`src/rtl/seg_merge_arbiter.sv`:
```
// Two-requester round-robin write arbiter into an 8-digit, 7-segment buffer,
// with a prescaled multiplexed scan driving registered seg/dsel outputs.
module seg_merge_arbiter #(
  parameter int SCAN_DIV = 4
) (
  input  logic       CLK,
  input  logic       RST,
  input  logic       a_req,
  input  logic [2:0] a_digit,
  input  logic [6:0] a_pat,
  input  logic       a_merge,
  output logic       a_ack,
  input  logic       b_req,
  input  logic [2:0] b_digit,
  input  logic [6:0] b_pat,
  input  logic       b_merge,
  output logic       b_ack,
  input  logic       clr,
  output logic [6:0] seg,
  output logic [7:0] dsel
);

  localparam logic [15:0] PRESC_MAX = 16'(SCAN_DIV - 1);

  logic [6:0]  digit_buf [8];
  logic        b_last;
  logic [15:0] presc;
  logic [2:0]  scan_idx;

  // b_last set means B won most recently, so A takes the next contested cycle.
  always_comb begin
    a_ack = 1'b0;
    b_ack = 1'b0;
    if (!RST && !clr) begin
      a_ack = a_req && (!b_req || b_last);
      b_ack = b_req && (!a_req || !b_last);
    end
  end

  always_ff @(posedge CLK or posedge RST) begin
    if (RST) begin
      for (int i = 0; i < 8; i++) digit_buf[i] <= 7'h00;
      b_last   <= 1'b1;
      presc    <= 16'd0;
      scan_idx <= 3'd0;
      seg      <= 7'h00;
      dsel     <= 8'h01;
    end else begin
      seg  <= digit_buf[scan_idx];
      dsel <= 8'h01 << scan_idx;

      if (presc == PRESC_MAX) begin
        presc    <= 16'd0;
        scan_idx <= scan_idx + 3'd1;
      end else begin
        presc <= presc + 16'd1;
      end

      // clr wins over any write; the acks are already forced low for it.
      if (clr) begin
        for (int i = 0; i < 8; i++) digit_buf[i] <= 7'h00;
      end else if (a_ack) begin
        digit_buf[a_digit] <= a_merge ? (digit_buf[a_digit] | a_pat) : a_pat;
        b_last             <= 1'b0;
      end else if (b_ack) begin
        digit_buf[b_digit] <= b_merge ? (digit_buf[b_digit] | b_pat) : b_pat;
        b_last             <= 1'b1;
      end
    end
  end

endmodule
```
`config.mk`:
```
export PLATFORM = sky130hd
export DESIGN_NAME = seg_merge_arbiter
export DESIGN_NICKNAME = d
export VERILOG_FILES = /design/src/rtl/seg_merge_arbiter.sv
export SDC_FILE = /design/constraint.sdc
export NUM_CORES = 1
export LEC_CHECK = 0
export CAP_MARGIN = 0
export CORE_ASPECT_RATIO = 1.4
export CORE_UTILIZATION = 41
export CTS_CLUSTER_DIAMETER = 100
export CTS_CLUSTER_SIZE = 12
export DETAILED_ROUTE_END_ITERATION = 10
export PLACE_DENSITY = 0.66
export SETUP_SLACK_MARGIN = 0.1
export SLEW_MARGIN = 40
export SYNTH_ARGS = -nofsm -noshare
export SYNTH_HDL_FRONTEND = slang
export SYNTH_SLANG_ARGS = --single-unit
```
`constraint.sdc`:
```
create_clock -name CLK -period 3.5 [get_ports CLK]
set_input_delay 0.7 -clock CLK [delete_from_list [all_inputs] [get_ports CLK]]
set_output_delay 0.7 -clock CLK [all_outputs]
set_load 0.05 [all_outputs]
```
==> impl_metrics.json, run 1 <==
{
  "finalWorstSetupSlack_ns": 0.330,
  "clock-sinks": 91,
  "drt_iter0_drc": 631,
  "ys_ff_latch": 91,
  "clock_latency_ns": 0.35,
  "wl_per_cell_um": 25.0,
  "setup_tns_ns": 0,
  "synthArstFlopShare": 1.00,
  "synth_cells": 616,
  "portBuffers": 43,
  "numCtsBuffers": 9,
  "ys.flop_type": "dfrtp_1",
  "cts_setup_buffers": 0,
  "path_clk_slew_ns": 0.07,
  "final_max_slew_viol_count": 0,
  "initial_utilization": 0.425,
  "final_hold_viol_count": 0,
  "period_needed_ns": 3.17,
  "grtUsageMet3": 0.0516,
  "grt.overflow.total": 0,
  "power-per-cell-area_mw_per_mm2": 350,
  "hpwl_um": 16400,
  "dieArea_sq_mm": 0.0145,
  "final_core_util": 0.528,
  "first_pass_iters": 6,
  "ant_nets": 0,
  "ys_types": 62,
  "n_fill_cell": 1309,
  "pre_cts_slack_ns": 0.196,
  "synthTopCellsByArea": "dfrtp_1 39%, mux4_2 6.7%, nand2_1 5.8%",
  "worstHoldStart": "presc[15]",
  "syn_nets": 650,
  "final_cells": 888,
  "grt_start_max_net_pins": 71,
  "critPathLaunchType": "input pin",
  "slowest_stage": "clkdlybuf4s50_1",
  "num_vias": 5722,
  "cts_repair_resize_count": 0,
  "grt.busiest_layer": "met2",
  "period_share": 0.906,
  "dpl.cell_count": 872,
  "cts_hold_buf": 0,
  "cts_root_buffer": "clkbuf_16",
  "finalSetupViolations": 0,
  "seqCellArea_sq_mm": 0.00228,
  "fmax_mhz": 315,
  "die_h_um": 142,
  "gp_congestion": 1.01,
  "synth_top_area_frac": 0.388,
  "track_usage": 0.321,
  "rrSetupSlack_ns": 0.94,
  "required_ns": 2.80,
  "avgSynthCellArea_sq_um": 9.33,
  "die_w_um": 102,
  "hold_path.class": "flop to flop",
  "drc": 0,
  "status": "completed",
  "finalPower_mw": 2.50,
  "grt_pass1_vias": 5619,
  "grt_util_met2": 0.533,
  "cp.arrival_ns": 2.47,
  "skew_ns": 0.00943,
  "rows": 50,
  "ir_worst_vdd_v": 0.000241,
  "slew_headroom": 0.404,
  "hold_depth": 1,
  "grt_pass1_wl_um": 33600,
  "drive_gt1_frac": 0.178,
  "via_per_inst": 6.44,
  "clockBufferDepth": 2,
  "htree_levels": 3,
  "critPathCaptureType": "output port",
  "synth_edf_count": 0,
  "maxCapViolations": 0,
  "crit_chain": "clkdlybuf4s50_1 > or3b_1 > or2_1 > buf_4 > inv_1 > buf_12",
  "rr_worst_depth": 10,
  "yosysSeqAreaShare": 0.397,
  "coreArea_sq_mm": 0.0135,
  "routed_wl_um": 22200,
  "cts_tree": "yes",
  "cpPeakStageDelay_ns": 0.53,
  "critPathMaxFanout": 12,
  "yosys-top-cells-count": "89 x dfrtp_1, 89 x nand2_1, 61 x o21ai_0, 46 x a21oi_1, 36 x nor2_1",
  "antenna_found_initial": 0,
  "reg2reg_to": "digit_buf[29]",
  "ys_warn_count": 0,
  "synth_area_sq_mm": 0.00575,
  "worstMarginPinSlew_ns": 0.895,
  "p_leak_nw": 3.04,
  "antenna_cells": 0,
  "ios": 44,
  "r2r_start": "b_last",
  "nNetsFinal": 735,
  "worstHoldEndpoint": "presc[15]",
  "area_delta_synth_final_pct": 24.0,
  "rsz0062_at_grt": "no",
  "worstSetupPathType": "input pin to output port",
  "grt.met1_usage": 0.382,
  "synth_top_cell_by_area": "dfrtp_1",
  "multi_input_area_sq_mm": 0.00327
}
logic make-up after synthesis:
family,share of synthesized area
AOI/OAI and AO/OA,0.263
xor gates and xnor gates,0.0229
adders and majority gates,0.0152
buffers and inverters,0.0379
DFF,0.397
muxes,0.102
and+or+nand+nor,0.163
layout make-up:
type | count | share of cell area
inverters | 11 | 0.00597
flip-flops and latches | 91 | 0.320
well taps | 182 | 0.0319
clock inverters | 7 | 0.0112
clock buffers | 9 | 0.0316
multi-input cells | 477 | 0.459
repair buffers | 111 | 0.140
layer usage:
| metal | part of all wire | vias up | wire (um) |
|---|---|---|---|
| met2 | 0.48 | 305 | 10700 |
| met3 | 0.068 | 96 | 1510 |
| met1 | 0.38 | 2837 | 8340 |
| met5 | 0 | - | 0 |
| met4 | 0.074 | 0 | 1650 |
| li1 | - | 2484 | - |
report_power, final:
group          switching (mW)  internal (mW)  total (mW)
Sequential             0.0170           1.07        1.09
Clock                   0.455          0.566        1.02
Combinational           0.249          0.142       0.391
Total                   0.721           1.78        2.50
registers in the layout, summed over array words and instances, names as in the netlist:
register   flops
b_last         1
digit_buf     56
dsel           8
presc         16
scan_idx       3
seg            7
cell usage in the layout, fill, tap and decap left out, types with 7 or more instances in the layout:
master	Yosys	routed
mux4_2	17	17
and2_1	14	14
clkbuf_16	0	9
clkdlybuf4s50_1	0	41
o21ai_0	61	61
a22oi_1	10	10
ha_1	7	7
buf_4	1	65
mux2i_1	7	7
a32o_1	23	23
a22o_1	16	16
nor2b_1	17	17
nor2_1	36	36
dfrtp_1	89	89
nand2_1	89	89
nand3_1	16	16
a221oi_1	16	16
a21oi_1	46	46
mux2_2	8	8
inv_1	10	9
xnor2_1	11	11
through the flow:
stage / hold slack (ns) / cell area (sq um)
after floorplan: 0.446 / 5750
after global placement: 0.464 / 6800
after detailed placement: 0.468 / 6820
after CTS: 0.481 / 7120
after global routing: 0.488 / 7130
final: 0.475 / 7130
critical path: cells and delay by family:
family,cells,cell delay (ns)
buffers and inverters,4,1.02
AND/OR/NAND/NOR,2,0.76
worst max path at each step:
stage	from	end	slack [ns]
detailed placement	clr	digit_buf[29]	0.20
finish	clr	b_ack	0.33
floorplan	RST	digit_buf[0]	0.44
CTS	clr	b_ack	0.33
global route	clr	b_ack	0.25
global placement	clr	digit_buf[46]	0.15
(Power assumes the default switching activity.)
==> run 2: changes to the inputs <==
- REMOVE_ABC_BUFFERS: not set -> 1
==> impl_metrics.json, run 2 (synthesis results as in run 1) <==
{
  "drt_iter0_drc": 503,
  "ios": 44,
  "cts_setup_buffers": 0,
  "cts_hold_buf": 0,
  "rsz0062_at_grt": "no",
  "track_usage": 0.316,
  "final_max_slew_viol_count": 0,
  "grt_start_max_net_pins": 45,
  "path_clk_slew_ns": 0.07,
  "grt_pass1_vias": 5599,
  "first_pass_iters": 5,
  "layout_commonest_cell": "nand2_1",
  "num_vias": 5646,
  "hold_path.class": "flop to flop",
  "via_per_inst": 6.44,
  "rrSetupSlack_ns": 1.03,
  "top_regs": "digit_buf: 56 flops, presc: 16 flops, dsel: 8 flops",
  "maxCapViolations": 0,
  "grt.overflow.total": 0,
  "placedInstanceArea_sq_mm": 0.00671,
  "final_cell_mix": "89 x nand2_1, 88 x dfrtp_1, 61 x o21ai_0",
  "clock-sinks": 91,
  "die_h_um": 142,
  "worstSetupPathType": "input pin to output port",
  "cts_tree": "yes",
  "wl_per_cell_um": 24.9,
  "r2r_start": "b_last",
  "clockBufferDepth": 2,
  "gp_congestion": 0.946,
  "routed_wl_um": 21800,
  "clock_latency_ns": 0.35,
  "final_area_sq_mm": 0.00702,
  "hpwl_um": 16200,
  "area_delta_synth_final_pct": 22.2,
  "nNetsFinal": 724,
  "final_core_util": 0.520,
  "cts_repair_resize_count": 0,
  "rows": 50,
  "htree_levels": 3,
  "initial_utilization": 0.425,
  "drc": 0,
  "worstMarginPinSlew_ns": 0.877,
  "critPathCaptureType": "output port",
  "slew_headroom": 0.416,
  "numCtsBuffers": 9,
  "antenna_found_initial": 0,
  "drive_gt1_frac": 0.163,
  "whs_ns": 0.482,
  "reg2reg_to": "digit_buf[43]",
  "setup_tns_ns": 0,
  "portBuffers": 43,
  "rr_worst_depth": 9,
  "p_leak_nw": 2.98,
  "ir_worst_vdd_v": 0.000305,
  "fmax_mhz": 325,
  "grt_pass1_wl_um": 33300,
  "final_hold_viol_count": 0,
  "period_share": 0.880,
  "finalSetupViolations": 0,
  "critPathLaunchType": "input pin",
  "coreArea_sq_mm": 0.0135,
  "die_w_um": 102,
  "skew_ns": 0.0108,
  "required_ns": 2.80,
  "critPathMaxFanout": 7,
  "n_fill_cell": 1290,
  "ant_nets": 0,
  "worstHoldEndpoint": "presc[15]",
  "cp.arrival_ns": 2.38,
  "period_needed_ns": 3.08,
  "status": "completed",
  "cts_root_buffer": "clkbuf_16",
  "worstHoldStart": "presc[15]",
  "multi_input_area_sq_mm": 0.00326,
  "antenna_cells": 0,
  "dieArea_sq_mm": 0.0145,
  "power-per-cell-area_mw_per_mm2": 354,
  "largest_reg_flops": 56,
  "seqCellArea_sq_mm": 0.00228,
  "hold_depth": 1,
  "regMostFlops": "digit_buf"
}
## run 2: through the flow
step / worst slack (ns) / std cells / power, mW
2_1_floorplan: 0.343 / 579 / 1.26
3_3_place_gp: 0.279 / 860 / 1.47
6_report: 0.419 / 877 / 2.49
5_1_grt: 0.320 / 877 / 2.56
4_1_cts: 0.410 / 877 / 2.48
3_5_place_dp: 0.297 / 861 / 1.47
## run 2: how the worst max path moves through the flow
| stage | startpoint | to | slack [ns] | cells past startpoint |
|---|---|---|---|---|
| 2_1_floorplan | b_req | digit_buf[51] | 0.34 | 8 |
| 3_3_place_gp | b_digit[1] | digit_buf[23] | 0.28 | 6 |
| 3_5_place_dp | RST | digit_buf[3] | 0.30 | 8 |
| 4_1_cts | RST | b_ack | 0.41 | 6 |
| 5_1_grt | b_req | a_ack | 0.32 | 7 |
| 6_report | RST | b_ack | 0.42 | 6 |
## run 2: routing by layer
metal | GRT usage | vias up | share of wire
met1 | 0.385 | 2779 | 0.38
met4 | 0.206 | 0 | 0.064
met3 | 0.0417 | 75 | 0.066
met5 | 0 | - | 0
li1 | - | 2472 | -
met2 | 0.518 | 320 | 0.49
## run 2: area by class of cell
cell class,count,share of cell area
timing repair buffer,100,0.129
clock inverter,6,0.0102
tap,182,0.0324
sequential,91,0.325
multi-input combinational,477,0.464
inverter,11,0.00606
clock buffer,10,0.0340
## run 2: critical path: stages
cell and delay [ns]:
clkdlybuf4s50_1 0.49, or3b_1 0.43, or2_1 0.31, buf_4 0.19
inv_1 0.11, buf_12 0.14
## run 2: where the power goes
group / internal [mW] / switching [mW]
combinational: 0.135 / 0.239
sequential: 1.07 / 0.0179
clock: 0.581 / 0.445
